### config.mk
export PLATFORM = sky130hd
export DESIGN_NAME = axi_fft_master
export DESIGN_NICKNAME = d
export VERILOG_FILES = /design/src/rtl/axi_fft_master.sv
export SDC_FILE = /design/constraint.sdc
export NUM_CORES = 1
export LEC_CHECK = 0
export BUFFER_PORTS_ARGS = -buffer_cell sky130_fd_sc_hd__buf_2
export CORE_AREA = 2 2 117 119
export DETAILED_ROUTE_END_ITERATION = 7
export DIE_AREA = 0 0 119 121
export PLACE_DENSITY = 0.66
export SYNTH_ARGS = -nofsm -noshare
export SYNTH_HDL_FRONTEND = slang
export SYNTH_SLANG_ARGS = --single-unit
### constraint.sdc
create_clock -name i_clk -period 4.34 [get_ports i_clk]
set_input_delay 0.217 -clock i_clk [delete_from_list [all_inputs] [get_ports i_clk]]
set_output_delay 0.217 -clock i_clk [all_outputs]
set_load 0.005 [all_outputs]
### src/rtl/axi_fft_master.sv
// AXI4 burst master for the FFT bridge: writes N samples as INCR bursts, waits for CALC_END, then reads N results back.
// Latency: AW/AR leave one cycle after the handshake. W and R are combinational pass-throughs. Optional watchdog: AXI_MASTER_TIMEOUT_EN.
// Backpressure: WREADY drives SAMPLE_READY and RESULT_READY drives RREADY. A stalled slave holds the FSM in place.
module axi_fft_master #(
    parameter int DATA_WIDTH  = 32,
    parameter int ID_W_WIDTH  = 2,
    parameter int ID_R_WIDTH  = 2,
    parameter int BURST_LEN   = 16,
    parameter int TXN_ID      = 0,
    parameter int TIMEOUT_CYC = 1024
) (
    input  logic                  i_clk,
    input  logic                  i_rstn,
    input  logic                  i_START,
    input  logic [11:0]           i_SAMPLES_NUMBER,
    input  logic [15:0]           i_SAMPLE_DATA,
    input  logic                  i_SAMPLE_VALID,
    output logic                  o_SAMPLE_READY,
    input  logic                  i_CALC_END,
    output logic [DATA_WIDTH-1:0] o_RESULT_DATA,
    output logic                  o_RESULT_VALID,
    input  logic                  i_RESULT_READY,
    output logic                  o_BUSY,
    output logic                  o_DONE,
    output logic                  o_ERROR,
    output logic [11:0]           o_AWADDR,
    output logic [7:0]            o_AWLEN,
    output logic [2:0]            o_AWSIZE,
    output logic [1:0]            o_AWBURST,
    output logic [ID_W_WIDTH-1:0] o_AWID,
    output logic                  o_AWVALID,
    input  logic                  i_AWREADY,
    output logic [15:0]           o_WDATA,
    output logic [1:0]            o_WSTRB,
    output logic                  o_WVALID,
    output logic                  o_WLAST,
    input  logic                  i_WREADY,
    input  logic                  i_BVALID,
    input  logic [ID_W_WIDTH-1:0] i_BID,
    output logic                  o_BREADY,
    output logic [11:0]           o_ARADDR,
    output logic [7:0]            o_ARLEN,
    output logic [2:0]            o_ARSIZE,
    output logic [1:0]            o_ARBURST,
    output logic [ID_R_WIDTH-1:0] o_ARID,
    output logic                  o_ARVALID,
    input  logic                  i_ARREADY,
    input  logic [DATA_WIDTH-1:0] i_RDATA,
    input  logic [ID_R_WIDTH-1:0] i_RID,
    input  logic                  i_RVALID,
    input  logic                  i_RLAST,
    output logic                  o_RREADY
);

    typedef enum logic [2:0] {
        S_IDLE, S_AW, S_W, S_B, S_WAIT_CALC, S_AR, S_R, S_DONE
    } state_t;

    state_t      state, state_nxt;
    logic [10:0] n_q, n_nxt, idx_q, idx_nxt, idx_inc;
    logic [8:0]  beat_q, beat_nxt;
    logic [7:0]  len_q, len_nxt;
    logic        err_q, err_nxt;
    logic        last_beat, w_hs, r_hs, tmo;
    logic        unused_rid;

    // AxLEN of the next burst starting at sample index i out of n
    function automatic logic [7:0] burst_len(input logic [10:0] n, input logic [10:0] i);
        logic [10:0] rem;
        rem = n - i;
        if (rem > 11'(BURST_LEN))
            return 8'(BURST_LEN - 1);
        return 8'(rem - 11'd1);
    endfunction

    assign idx_inc    = idx_q + 11'd1;
    assign last_beat  = (beat_q == {1'b0, len_q});
    assign w_hs       = (state == S_W) && i_SAMPLE_VALID && i_WREADY;
    assign r_hs       = (state == S_R) && i_RVALID && i_RESULT_READY;
    assign unused_rid = ^i_RID;

`ifdef AXI_MASTER_TIMEOUT_EN
    localparam int TW = $clog2(TIMEOUT_CYC + 1);
    logic [TW-1:0] tmo_q;
    logic          hs;

    always_comb begin
        hs = 1'b1;
        case (state)
            S_AW:    hs = i_AWREADY;
            S_W:     hs = i_SAMPLE_VALID && i_WREADY;
            S_B:     hs = i_BVALID;
            S_AR:    hs = i_ARREADY;
            S_R:     hs = i_RVALID && i_RESULT_READY;
            default: hs = 1'b1;
        endcase
    end

    // counts cycles elapsed since the last handshake (or since entering a waiting state)
    always_ff @(posedge i_clk or negedge i_rstn) begin
        if (!i_rstn)
            tmo_q <= '0;
        else if (hs)
            tmo_q <= TW'(1);
        else
            tmo_q <= tmo_q + TW'(1);
    end

    assign tmo = !hs && (tmo_q == TW'(TIMEOUT_CYC - 1));
`else
    assign tmo = 1'b0;
`endif

    always_ff @(posedge i_clk or negedge i_rstn) begin
        if (!i_rstn) begin
            state  <= S_IDLE;
            n_q    <= '0;
            idx_q  <= '0;
            beat_q <= '0;
            len_q  <= '0;
            err_q  <= 1'b0;
        end else begin
            state  <= state_nxt;
            n_q    <= n_nxt;
            idx_q  <= idx_nxt;
            beat_q <= beat_nxt;
            len_q  <= len_nxt;
            err_q  <= err_nxt;
        end
    end

    always_comb begin
        state_nxt = state;
        n_nxt     = n_q;
        idx_nxt   = idx_q;
        beat_nxt  = beat_q;
        len_nxt   = len_q;
        err_nxt   = err_q;
        if (tmo) begin
            state_nxt = S_DONE;
            err_nxt   = 1'b1;
        end else begin
            case (state)
                S_IDLE: if (i_START) begin
                    err_nxt = 1'b0;
                    if (i_SAMPLES_NUMBER == 12'd0 || i_SAMPLES_NUMBER > 12'd1024) begin
                        err_nxt   = 1'b1;
                        state_nxt = S_DONE;
                    end else begin
                        n_nxt     = i_SAMPLES_NUMBER[10:0];
                        idx_nxt   = '0;
                        len_nxt   = burst_len(i_SAMPLES_NUMBER[10:0], 11'd0);
                        state_nxt = S_AW;
                    end
                end
                S_AW: if (i_AWREADY) begin
                    beat_nxt  = '0;
                    state_nxt = S_W;
                end
                S_W: if (w_hs) begin
                    idx_nxt  = idx_inc;
                    beat_nxt = beat_q + 9'd1;
                    if (last_beat)
                        state_nxt = S_B;
                end
                S_B: if (i_BVALID) begin
                    if (i_BID != ID_W_WIDTH'(TXN_ID))
                        err_nxt = 1'b1;
                    if (idx_q < n_q) begin
                        len_nxt   = burst_len(n_q, idx_q);
                        state_nxt = S_AW;
                    end else begin
                        idx_nxt   = '0;
                        state_nxt = S_WAIT_CALC;
                    end
                end
                S_WAIT_CALC: if (i_CALC_END) begin
                    len_nxt   = burst_len(n_q, 11'd0);
                    state_nxt = S_AR;
                end
                S_AR: if (i_ARREADY) begin
                    beat_nxt  = '0;
                    state_nxt = S_R;
                end
                S_R: if (r_hs) begin
                    idx_nxt  = idx_inc;
                    beat_nxt = beat_q + 9'd1;
                    // the beat counter owns burst end; RLAST is only cross-checked
                    if (last_beat != i_RLAST)
                        err_nxt = 1'b1;
                    if (last_beat) begin
                        if (idx_inc < n_q) begin
                            len_nxt   = burst_len(n_q, idx_inc);
                            state_nxt = S_AR;
                        end else begin
                            state_nxt = S_DONE;
                        end
                    end
                end
                S_DONE:  state_nxt = S_IDLE;
                default: state_nxt = S_IDLE;
            endcase
        end
    end

    assign o_BUSY    = (state != S_IDLE);
    assign o_DONE    = (state == S_DONE);
    assign o_ERROR   = err_q;

    assign o_AWADDR  = {idx_q, 1'b0};
    assign o_AWLEN   = len_q;
    assign o_AWSIZE  = 3'd1;
    assign o_AWBURST = 2'b01;
    assign o_AWID    = ID_W_WIDTH'(TXN_ID);
    assign o_AWVALID = (state == S_AW);

    assign o_WDATA        = (state == S_W) ? i_SAMPLE_DATA : 16'h0;
    assign o_WSTRB        = (state == S_W) ? 2'b11 : 2'b00;
    assign o_WVALID       = (state == S_W) && i_SAMPLE_VALID;
    assign o_WLAST        = (state == S_W) && last_beat;
    assign o_SAMPLE_READY = (state == S_W) && i_WREADY;

    assign o_BREADY  = (state == S_B);

    assign o_ARADDR  = {idx_q[9:0], 2'b00};
    assign o_ARLEN   = len_q;
    assign o_ARSIZE  = 3'd2;
    assign o_ARBURST = 2'b01;
    assign o_ARID    = ID_R_WIDTH'(TXN_ID);
    assign o_ARVALID = (state == S_AR);

    assign o_RREADY       = (state == S_R) && i_RESULT_READY;
    assign o_RESULT_VALID = (state == S_R) && i_RVALID;
    assign o_RESULT_DATA  = (state == S_R) ? i_RDATA : '0;

endmodule

# Word level (Yosys, flattened, before mapping)
# Index checks and enable logic that the tools add are counted.
# classes
add_sub_neg	8
n_lt_le_gt_ge	7
eq_ne	24
mux	68
bitwise	1
n_reduce_logical	22
# ops
op	n
8-bit two-way mux	16
11-bit two-way mux	6
11-bit by 5-bit greater-than comparator with 1-bit output (second input constant)	4
11-bit case mux with 4 select lines	1
9-bit two-way mux	4
9-bit case mux with 4 select lines	1
3-bit two-way mux	11
32-bit two-way mux	1
8-bit case mux with 4 select lines	1
8-bit by 1-bit subtractor with 8-bit output (second input constant)	4
3-bit case mux with 8 select lines	1
11-bit less-than comparator	2
1-bit two-way mux	22
2-bit != test (second input constant)	11
11-bit subtractor	2
9-bit AND reduction	2
16-bit two-way mux	1
3-bit == test (second input constant)	4
12-bit by 11-bit greater-than comparator with 1-bit output (second input constant)	1
12-bit logical NOT	1
4-bit nonzero test	3
11-bit by 1-bit adder with 11-bit output (second input constant)	1
9-bit by 1-bit adder with 9-bit output (second input constant)	1
9-bit by 8-bit == test with 1-bit output	1
other kinds (16)	28
# totals
register_bits	43
in_bits	76
out_inout_bits	115
word_cells	136

# Longest topological paths before layout
# Gate-level depths: netlist of run 1.
# logic_depth
word_depth	13
ltp_mapped	16
ltp_nobuf	15

# Worst setup path before layout of run 1
# OpenSTA, ideal clock, no wires.
# synth_timing
path_type	reg-to-reg
from	register idx_q[0]
to	register len_q[3], in the netlist o_ARLEN[3]
setup_ns	0.134
arrival_ns	3.346
required_time_ns	4.206
setup_slack_ns	0.860
stages_incl_launch_ff	13
n_path_buf	0
period_less_slack_ns	3.480
path_cell_list	dfrtp_1 -> ha_1 -> xnor2_1 -> ha_1 -> a21oi_1 -> o21ai_1 -> maj3_2 -> maj3_2 -> maj3_2 -> maj3_2 -> xor2_1 -> o311ai_1 -> nand3_1
# synth_between
elab_chain_cells	13
elab_cells_between_ends	29
cone_classes	add/sub (5); order compare (4); eq/ne (2); mux (17); reduce/logical (1)
# synth_lines
item	line	source
from (decl)	60	logic [10:0] n_q, n_nxt, idx_q, idx_nxt, idx_inc;
from (signal assigned)	125	idx_q <= idx_nxt;
11-bit by 1-bit adder with 11-bit output	76	assign idx_inc = idx_q + 11'd1;
11-bit subtractor	70	rem = n - i;
11-bit by 5-bit greater-than comparator with 1-bit output	71	if (rem > 11'(BURST_LEN))
1-bit two-way mux	71	
1-bit two-way mux	192	if (idx_inc < n_q) begin
1-bit two-way mux	191	if (last_beat) begin
1-bit two-way mux	185	S_R: if (r_hs) begin
1-bit two-way mux	143	case (state)
8-bit two-way mux	73	return 8'(rem - 11'd1);
8-bit two-way mux	192	
8-bit two-way mux	191	
8-bit two-way mux	185	
8-bit case mux with 4 select lines	143	
to (signal assigned)	127	len_q <= len_nxt;
to (decl)	62	logic [7:0] len_q, len_nxt;
# Parallel ways exist; a longest one is shown, timed or not. The select of a mux whose other input is x is not followed.
# A chain may end at the register's enable or synchronous reset.

# Worst setup path in the final report of run 1
# layout_timing
from	register idx_q[5]
to	register len_q[6], in the netlist o_ARLEN[6]
# The elaborated chain is that of the path after synthesis.

==> results of run 1 <==
cells in the final DEF, fill, tap and decap left out, drive strengths merged, types with 8 or more instances in the layout:
cell    Yosys  layout
a211oi     12      12
a21o       10      10
a21oi      33      33
a31oi       9       9
and2        8       8
and3       62      62
buf        41     181
conb        2      17
dfrtp      43      43
ha         26      26
inv        35      36
mux2        8       8
nand2      54      54
nand2b      8       8
nand3      26      26
nand4      10      10
nor2       51      51
nor3       22      22
o21ai      35      35
xnor2      35      35
xor2       23      23
worst max-delay path, cell delays in order (launching register included):
cell	delay, ns
sky130_fd_sc_hd__dfrtp_1	0.58
sky130_fd_sc_hd__nand4_1	0.29
sky130_fd_sc_hd__nor4_1	0.31
sky130_fd_sc_hd__xnor2_1	0.22
sky130_fd_sc_hd__ha_1	0.38
sky130_fd_sc_hd__and4_1	0.23
sky130_fd_sc_hd__and3_1	0.18
sky130_fd_sc_hd__a41oi_1	0.27
sky130_fd_sc_hd__o31ai_1	0.10
sky130_fd_sc_hd__nor3_1	0.45
sky130_fd_sc_hd__and2_1	0.43
sky130_fd_sc_hd__a21oi_1	0.12
sky130_fd_sc_hd__a41o_1	0.21
cells in the mapped netlist (all sizes together) (8+ instances only):
master,number
xor2,23
nor2,51
a211oi,12
clkbuf,31
inv,35
buf,41
nand3,26
nor3,22
a31oi,9
nand2,54
a21o,10
dfrtp,43
a21oi,33
and2,8
ha,26
nand2b,8
xnor2,35
mux2,8
o21ai,35
and3,62
nand4,10
registers in the layout, summed over array words and instances (netlist names):
| signal | flops |
|---|---|
| beat_q | 9 |
| idx_q | 11 |
| n_q | 11 |
| o_ARLEN | 8 |
| state | 3 |
| o_ERROR | 1 |
cells by family (layout without fill, tap and decap cells):
family	Yosys count	after routing
AO/OA/AOI/OAI	146	146
buffers and inverters	108	225
other	2	17
adder cells (fa/ha/maj)	34	34
XOR/XNOR	61	61
AND/OR/NAND/NOR	272	272
multiplexers	11	11
flip-flops	43	43
through the flow:
stage,setup slack (ns),cell area (um^2),util,hold slack [ns],total power [W]
detailed placement,0.549,5940,0.454,0.447,0.00401
CTS,0.538,6090,0.465,0.144,0.00443
global placement,0.555,5940,0.454,0.449,0.00401
global route,0.114,6090,0.465,0.186,0.00488
floorplan,0.860,5200,-,-0.0786,0.00319
finish,0.465,6090,0.465,0.107,0.00446
power by group through the flow:
stage | clock, W | sequential (W) | combinational [W]
CTS | 0.000399 | 0.000800 | 0.00323
global route | 0.000419 | 0.000830 | 0.00363
global placement | 0 | 0.000805 | 0.00321
floorplan | 0 | 0.000662 | 0.00253
detailed placement | 0 | 0.000808 | 0.00320
finish | 0.000392 | 0.000806 | 0.00326
how the worst min path moves through the flow:
stage	startpoint	slack, ns	end
global placement	i_rstn	0.45	idx_q[8]
floorplan	i_rstn	-0.08	beat_q[0]
finish	i_rstn	0.11	idx_q[8]
global route	i_rstn	0.19	idx_q[6]
CTS	i_rstn	0.14	idx_q[8]
detailed placement	i_rstn	0.45	idx_q[0]
per-layer routing:
layer / up-vias / wire length, um
met1: 2494 / 7290
met4: 0 / 299
li1: 2646 / -
met2: 233 / 7440
met3: 24 / 940
met5: - / 0
layout make-up:
type,count,area (um^2)
inverter,36,135
timing repair buffer,181,931
fill,1331,7000
clock inverter,3,23.8
multi-input combinational,541,3580
sequential,43,1080
tap,176,220
clock buffer,5,125
==> metrics.log, run 1 <==
[metrics] status: finished, final reports clean
[metrics] Startpoint Class: register
[metrics] GR Util met2: 0.353
[metrics] dominant synthesized flop cell: sky130_fd_sc_hd__dfrtp_1
[metrics] number of flops mapped to enable cells by yosys: 0
[metrics] die area: 0.0144 mm^2
[metrics] relative slew slack: 0.316
[metrics] Clock Sink Count: 43
[metrics] distinct cell type count after synthesis: 70
[metrics] Post-Syn Area: 0.00514 mm^2
[metrics] post-route fraction of the period consumed by the critical path: 0.893
[metrics] data arrival time of the critical path: 4.05 ns
[metrics] DR vias: 5397
[metrics] adder-cell share of the synthesized area: 0.0837
[metrics] number of buffers inserted to repair setup after CTS: 0
[metrics] residual DRC count: 0
[metrics] initial antenna violation count: 0
[metrics] clk_skew: 0.00898 ns
[metrics] net count reported at finish: 912
[metrics] class of the tightest hold or removal check: input port to async pin
[metrics] met3 Use GR: 0.0254
[metrics] fraction of post-synthesis cell area in the top cell type by area: 0.209
[metrics] critical path endpoint category: register
[metrics] count of inserted antenna diode cells: 0
[metrics] pwr dens: 732 mW/mm^2
[metrics] CP required: 4.52 ns
[metrics] maximum clock frequency: 0.258 GHz
[metrics] instance count of the mapped netlist: 677
[metrics] end of the worst register-to-register path: o_ARLEN[6]
[metrics] Die Width: 119 um
[metrics] number of warnings printed during yosys synthesis: 0
[metrics] clock tree root driver cell: sky130_fd_sc_hd__clkbuf_16
[metrics] Least-Margin Pin Slew: 1.03 ns
[metrics] Routed WL: 16.0 mm
[metrics] number of placed cells counting well taps: 977
[metrics] global-route wire length before repair: 25.3 mm
[metrics] DRT iter0 DRCs: 458
[metrics] xor and xnor fraction of the mapped netlist area: 0.112
[metrics] Hold Buf Count CTS: 0
[metrics] net switching power of the design: 0.00237 W
[metrics] share of layout cells above drive strength 1: 0.260
[metrics] leading cell types by total area after synthesis: sky130_fd_sc_hd__dfrtp_1 (21%), sky130_fd_sc_hd__and3_1 (7.4%), sky130_fd_sc_hd__ha_1 (6.3%)
[metrics] Register-to-Register Setup Slack: 0.46 ns
[metrics] RePlAce Congestion: 0.890
[metrics] synthesized area per cell: 7.59 um^2
[metrics] final std cells w/o fill: 985
[metrics] switching fraction of total power: 0.531
[metrics] critical path capture point: o_ARLEN[6]
[metrics] proportion of synthesized area in mux cells: 0.0234
[metrics] first drt pass iteration count: 5
[metrics] Placement Rows: 42
[metrics] simple-gate share of the synthesized area: 0.278
[metrics] Total Neg Setup Slack: 0 ns
[metrics] worst-path maximum fanout: 12
[metrics] later-pin clock latency in the skew report: 0.29 ns
[metrics] I/O pin count: 191
[metrics] logic gate share of total power: 0.731
[metrics] clock-pin slew on the worst setup and hold paths: 0.06 ns
[metrics] setup repair after global routing missed its margin: false
[metrics] Congestion Overflow GR: 0
[metrics] Hold Vio Cnt, Final: 0
[metrics] GRT Util Overall: 0.217
[metrics] CTS H-tree depth: 2
[metrics] clock tree buffer depth: 2
[metrics] launching point of the worst reg2reg path: idx_q[5]
[metrics] vias in the first global route: 4872
[metrics] average wire per cell in the routed design: 16.2 um
[metrics] number of port buffers: 171
[metrics] layer with the highest usage: met2
[metrics] post-CTS resize count: 0
[metrics] area growth from synthesis to layout: 18.4%
[metrics] y dimension of the die: 121 um
[metrics] sequential share of the synthesized area: 0.209
[metrics] total of max-cap violations: 0
[metrics] met1 Resource Use GR: 0.303
[metrics] HPWL reported at the end of detailed placement: 12.5 mm
[metrics] Setup Crit Path Kind: register to register
[metrics] sequential share of power: 0.181
[metrics] largest family of logic cells by synthesized area: simple AND/OR/NAND/NOR gates
[metrics] register bit count reported by yosys: 43
[metrics] DRT antenna net count: 0
[metrics] via count normalized by instance count: 5.48
[metrics] fraction of the mapped netlist area in compound gates: 0.186
[metrics] IR drop worst, VDD: 0.000269 V
[metrics] number of buffers created by CTS: 5
[metrics] CTS tree: done
[metrics] static leakage: 3.09 nW
[metrics] Internal Dissipation: 0.00209 W
[metrics] final setup violation count: 0
[metrics] cell taking the most area after synthesis: sky130_fd_sc_hd__dfrtp_1
[metrics] crit path from: idx_q[5]
[metrics] clock network fraction of total power: 0.088
[metrics] length in cells of the worst reg-to-reg path: 12
[metrics] core region area: 0.0131 mm^2
[metrics] final-report max-slew violation count: 0
[metrics] starting utilization of the core area: 0.393
[metrics] pin count of the biggest net entering global routing: 57
[metrics] asr flop ratio synth: 1.00
[metrics] Tmin final: 3.88 ns
Note: power is estimated with default switching activity, not from simulation.
==> run 2, diff against run 1 <==
--- a/config.mk
+++ b/config.mk
@@ -6,10 +6,10 @@
 export NUM_CORES = 1
 export LEC_CHECK = 0
 export BUFFER_PORTS_ARGS = -buffer_cell sky130_fd_sc_hd__buf_2
-export CORE_AREA = 2 2 117 119
+export CORE_AREA = 2 2 137 139
 export DETAILED_ROUTE_END_ITERATION = 7
-export DIE_AREA = 0 0 119 121
-export PLACE_DENSITY = 0.66
+export DIE_AREA = 0 0 139 141
+export PLACE_DENSITY = 0.51
 export SYNTH_ARGS = -nofsm -noshare
 export SYNTH_HDL_FRONTEND = slang
 export SYNTH_SLANG_ARGS = --single-unit
==> metrics.log, run 2 (synthesis gave the netlist of run 1 again) <==
[metrics] status: finished, final reports clean
[metrics] share of layout cells above drive strength 1: 0.262
[metrics] first drt pass iteration count: 5
[metrics] DRT iter0 DRCs: 343
[metrics] crit path from: idx_q[0]
[metrics] total of max-cap violations: 0
[metrics] Fillers: 1983
[metrics] global-route wire length before repair: 27.7 mm
[metrics] DRT antenna net count: 0
[metrics] post-route fraction of the period consumed by the critical path: 0.879
[metrics] CTS H-tree depth: 2
[metrics] maximum clock frequency: 0.262 GHz
[metrics] Startpoint Class: register
[metrics] clock-pin slew on the worst setup and hold paths: 0.07 ns
[metrics] later-pin clock latency in the skew report: 0.29 ns
[metrics] via count normalized by instance count: 5.08
[metrics] pwr dens: 732 mW/mm^2
[metrics] clk_skew: 0.00732 ns
[metrics] launching point of the worst reg2reg path: idx_q[0]
[metrics] CP required: 4.49 ns
[metrics] starting utilization of the core area: 0.281
[metrics] residual DRC count: 0
[metrics] core region area: 0.0183 mm^2
[metrics] critical path endpoint category: register
[metrics] setup repair after global routing missed its margin: false
[metrics] Hold Vio Cnt, Final: 0
[metrics] number of buffers created by CTS: 5
[metrics] area growth from synthesis to layout: 20.3%
[metrics] relative slew slack: 0.275
[metrics] net count reported at finish: 915
[metrics] average wire per cell in the routed design: 16.9 um
[metrics] Routed WL: 17.6 mm
[metrics] final-report max-slew violation count: 0
[metrics] clock tree buffer depth: 2
[metrics] end of the worst register-to-register path: o_ARLEN[2]
[metrics] clock tree root driver cell: sky130_fd_sc_hd__clkbuf_16
[metrics] worst-path maximum fanout: 5
[metrics] number of buffers inserted to repair setup after CTS: 0
[metrics] y dimension of the die: 141 um
[metrics] Hold Buf Count CTS: 0
[metrics] Placement Rows: 50
[metrics] CTS tree: done
[metrics] Register-to-Register Setup Slack: 0.52 ns
[metrics] final std cells w/o fill: 1046
[metrics] HPWL reported at the end of detailed placement: 13.8 mm
[metrics] Least-Margin Pin Slew: 1.09 ns
[metrics] die area: 0.0196 mm^2
[metrics] Register Area: 0.00108 mm^2
[metrics] Tmin final: 3.82 ns
[metrics] IR drop worst, VDD: 0.000228 V
[metrics] GRT Util Overall: 0.173
[metrics] Clock Sink Count: 43
[metrics] Design Power: 0.00453 W
[metrics] Die Width: 139 um
[metrics] registers with the most flip-flops: idx_q (11), n_q (11), beat_q (9)
[metrics] Total Neg Setup Slack: 0 ns
[metrics] post-CTS resize count: 0
[metrics] Setup Crit Path Kind: register to register
[metrics] pin count of the biggest net entering global routing: 57
[metrics] data arrival time of the critical path: 3.97 ns
[metrics] initial antenna violation count: 0
[metrics] worst slack on hold paths: 0.126 ns
[metrics] combined area of the multi-input logic cells: 0.00358 mm^2
[metrics] static leakage: 3.10 nW
[metrics] final setup violation count: 0
[metrics] number of port buffers: 171
[metrics] RePlAce Congestion: 0.833
[metrics] most frequent standard cell in the layout excluding fill and tap cells: sky130_fd_sc_hd__buf_2
[metrics] Congestion Overflow GR: 0
[metrics] length in cells of the worst reg-to-reg path: 12
[metrics] count of inserted antenna diode cells: 0
[metrics] commonest non-fill, non-tap cells in the layout: sky130_fd_sc_hd__buf_2 (171), sky130_fd_sc_hd__and3_1 (61), sky130_fd_sc_hd__nand2_1 (54), sky130_fd_sc_hd__nor2_1 (50), sky130_fd_sc_hd__dfrtp_1 (43)
[metrics] class of the tightest hold or removal check: input port to async pin
[metrics] critical path capture point: o_ARLEN[2]
[metrics] vias in the first global route: 4938
[metrics] DR vias: 5317
[metrics] I/O pin count: 191
[metrics] number of placed cells counting well taps: 1038
[run 2: cell types whose count changed in the layout (fill, tap and decap cells not counted)]
| cell | previous run | this run |
|---|---|---|
| sky130_fd_sc_hd__buf_4 | 10 | 13 |
[run 2: per-layer routing]
layer	vias up	track usage	part of all wire
met3	20	0.0214	0.048
met2	164	0.274	0.46
li1	2640	-	-
met4	0	0.0463	0.019
met1	2493	0.250	0.47
met5	-	0	0
[run 2: worst max-delay path, cell delays in order (launching register included)]
cell,delay [ns]
sky130_fd_sc_hd__dfrtp_1,0.39
sky130_fd_sc_hd__ha_1,0.26
sky130_fd_sc_hd__xnor2_1,0.24
sky130_fd_sc_hd__ha_1,0.33
sky130_fd_sc_hd__a21oi_1,0.15
sky130_fd_sc_hd__o21ai_1,0.11
sky130_fd_sc_hd__maj3_2,0.33
sky130_fd_sc_hd__maj3_2,0.34
sky130_fd_sc_hd__maj3_2,0.37
sky130_fd_sc_hd__maj3_2,0.33
sky130_fd_sc_hd__xor2_1,0.21
sky130_fd_sc_hd__o311ai_1,0.51
sky130_fd_sc_hd__nand3_1,0.12
[run 2: final cells by class]
cell class                 count  share of cell area
multi-input combinational    541               0.578
inverter                      36              0.0219
tap                          234              0.0474
timing repair buffer         184               0.154
clock inverter                 3             0.00385
sequential                    43               0.174
clock buffer                   5              0.0202
[run 2: worst min-delay path by stage]
stage,end,slack [ns],startpoint
after detailed placement,idx_q[6],0.48,i_rstn
after global routing,idx_q[6],0.20,i_rstn
after floorplan,beat_q[0],-0.08,i_rstn
final,n_q[8],0.13,i_rstn
after CTS,idx_q[6],0.16,i_rstn
after global placement,idx_q[6],0.47,i_rstn
[run 2: where the power goes]
part	leakage (nW)	internal (W)	switching (W)
registers	0.549	0.000525	0.000300
clock network	0.0664	0.000216	0.000178
logic	2.49	0.00137	0.00194
[run 2: through the flow]
| step | setup WS (ns) | util | area [um^2] |
|---|---|---|---|
| 2_1_floorplan | 0.860 | - | 5200 |
| 3_3_place_gp | 0.573 | 0.330 | 6030 |
| 3_5_place_dp | 0.589 | 0.330 | 6030 |
| 4_1_cts | 0.562 | 0.338 | 6180 |
| 5_1_grt | 0.295 | 0.338 | 6180 |
| 6_report | 0.523 | 0.338 | 6180 |
==> run 3, diff against run 2 <==
--- a/config.mk
+++ b/config.mk
@@ -9,7 +9,6 @@
 export CORE_AREA = 2 2 137 139
 export DETAILED_ROUTE_END_ITERATION = 7
 export DIE_AREA = 0 0 139 141
-export PLACE_DENSITY = 0.51
 export SYNTH_ARGS = -nofsm -noshare
 export SYNTH_HDL_FRONTEND = slang
 export SYNTH_SLANG_ARGS = --single-unit
==> metrics.log, run 3 (synthesis gave the netlist of run 1 again) <==
[metrics] maximum clock frequency: 0.255 GHz
[metrics] static leakage: 3.10 nW
[metrics] DR vias: 5422
[metrics] CTS tree: done
[metrics] later-pin clock latency in the skew report: 0.30 ns
[metrics] DRT iter0 DRCs: 436
[metrics] net count reported at finish: 914
[metrics] Setup Crit Path Kind: register to register
[metrics] global-route wire length before repair: 26.0 mm
[metrics] pin count of the biggest net entering global routing: 57
[metrics] clock tree root driver cell: sky130_fd_sc_hd__clkbuf_16
[metrics] GRT Util Overall: 0.164
[metrics] number of port buffers: 171
[metrics] registers with the most flip-flops: idx_q (11), n_q (11), beat_q (9)
[metrics] Hold Buf Count CTS: 0
[metrics] IR drop worst, VDD: 0.000213 V
[metrics] share of layout cells above drive strength 1: 0.261
[metrics] post-CTS resize count: 0
[metrics] vias in the first global route: 4817
[metrics] Routed WL: 17.1 mm
[metrics] die area: 0.0196 mm^2
[metrics] area growth from synthesis to layout: 20.1%
[metrics] data arrival time of the critical path: 4.12 ns
[metrics] Tmin final: 3.93 ns
[metrics] final core utilization: 0.338
[metrics] final setup violation count: 0
[metrics] average wire per cell in the routed design: 16.4 um
[metrics] worst-path maximum fanout: 12
[metrics] relative slew slack: 0.297
[metrics] Total Neg Setup Slack: 0 ns
[metrics] residual DRC count: 0
[metrics] status: finished, final reports clean
[metrics] class of the tightest hold or removal check: input port to async pin
[metrics] core region area: 0.0183 mm^2
[metrics] number of buffers inserted to repair setup after CTS: 0
[metrics] starting utilization of the core area: 0.281
[metrics] via count normalized by instance count: 5.19
[metrics] total of max-cap violations: 0
[metrics] Fillers: 1962
[metrics] pwr dens: 731 mW/mm^2
[metrics] length in cells of the worst reg-to-reg path: 12
[metrics] Die Width: 139 um
[metrics] number of buffers created by CTS: 5
[metrics] most frequent standard cell in the layout excluding fill and tap cells: sky130_fd_sc_hd__buf_2
[metrics] first drt pass iteration count: 5
[metrics] Clock Sink Count: 43
[metrics] Startpoint Class: register
[metrics] Placement Rows: 50
[metrics] clock-pin slew on the worst setup and hold paths: 0.08 ns
[metrics] setup repair after global routing missed its margin: false
[metrics] DRT antenna net count: 0
[metrics] CP required: 4.53 ns
[metrics] clock tree buffer depth: 2
[metrics] final-report max-slew violation count: 0
[metrics] Least-Margin Pin Slew: 1.05 ns
[metrics] Hold Vio Cnt, Final: 0
[metrics] critical path endpoint category: register
[metrics] y dimension of the die: 141 um
[metrics] RePlAce Congestion: 0.888
[metrics] clk_skew: 0.0114 ns
[metrics] HPWL reported at the end of detailed placement: 13.4 mm
[metrics] CTS H-tree depth: 2
[metrics] I/O pin count: 191
[metrics] initial antenna violation count: 0
[metrics] post-route fraction of the period consumed by the critical path: 0.905
[metrics] commonest non-fill, non-tap cells in the layout: sky130_fd_sc_hd__buf_2 (171), sky130_fd_sc_hd__and3_1 (61), sky130_fd_sc_hd__nand2_1 (54), sky130_fd_sc_hd__nor2_1 (50), sky130_fd_sc_hd__dfrtp_1 (43)
[metrics] count of inserted antenna diode cells: 0
[metrics] Congestion Overflow GR: 0
run 3: cell types whose count changed in the layout (fill, tap and decap cells not counted):
cell / previous run / this run
sky130_fd_sc_hd__buf_4: 13 / 12
run 3: per-layer routing:
layer,track usage,part of all wire
met2,0.267,0.47
met5,0,0
met4,0.0505,0.023
met1,0.229,0.46
met3,0.0180,0.049
run 3: cell type report:
type                    instances  area [um^2]  share of cell area
inverters                      36          135              0.0219
repair buffers                183          946               0.153
clock inverters                 3         23.8             0.00385
multi-input cells             541         3580               0.579
clock buffers                   5          125              0.0203
flip-flops and latches         43         1080               0.174
well taps                     234          293              0.0474
run 3: per-stage QoR:
step	cell area, um^2	hold WS (ns)	power (W)	std cells	setup slack, ns
6_report	6170	0.103	0.00451	1045	0.413
5_1_grt	6170	0.183	0.00492	1045	0.131
4_1_cts	6170	0.160	0.00449	1045	0.441
3_5_place_dp	6030	0.475	0.00407	1037	0.436
3_3_place_gp	6030	0.472	0.00405	1037	0.532
2_1_floorplan	5200	-0.0786	0.00319	692	0.860
run 3: worst paths after layout:
path	slack, ns	end	from
worst min register to register	0.50	o_ERROR	o_ERROR
worst max-delay path	0.41	o_ARLEN[4]	idx_q[5]
worst max register to register	0.41	o_ARLEN[4]	idx_q[5]
max in group asynchronous	3.58	o_ARLEN[0]	i_rstn
min in group i_clk	0.18	n_q[0]	i_SAMPLES_NUMBER[0]
worst min-delay path	0.10	n_q[8]	i_rstn
run 3: power by group:
group / total [W] / internal [W] / switching, W
Combinational: 0.00330 / 0.00136 / 0.00194
Clock: 0.000399 / 0.000216 / 0.000183
Sequential: 0.000818 / 0.000525 / 0.000293
run 3: worst max-delay path: stages, from the launching register on:
cell and delay, ns:
sky130_fd_sc_hd__dfrtp_1 0.57, sky130_fd_sc_hd__nand4_1 0.32, sky130_fd_sc_hd__nor4_1 0.31, sky130_fd_sc_hd__xnor2_1 0.25, sky130_fd_sc_hd__ha_1 0.39, sky130_fd_sc_hd__and4_1 0.23
sky130_fd_sc_hd__and3_1 0.18, sky130_fd_sc_hd__a41oi_1 0.28, sky130_fd_sc_hd__o31ai_1 0.10, sky130_fd_sc_hd__nor3_1 0.43, sky130_fd_sc_hd__and2_1 0.42, sky130_fd_sc_hd__a21oi_1 0.12
sky130_fd_sc_hd__a41o_1 0.22
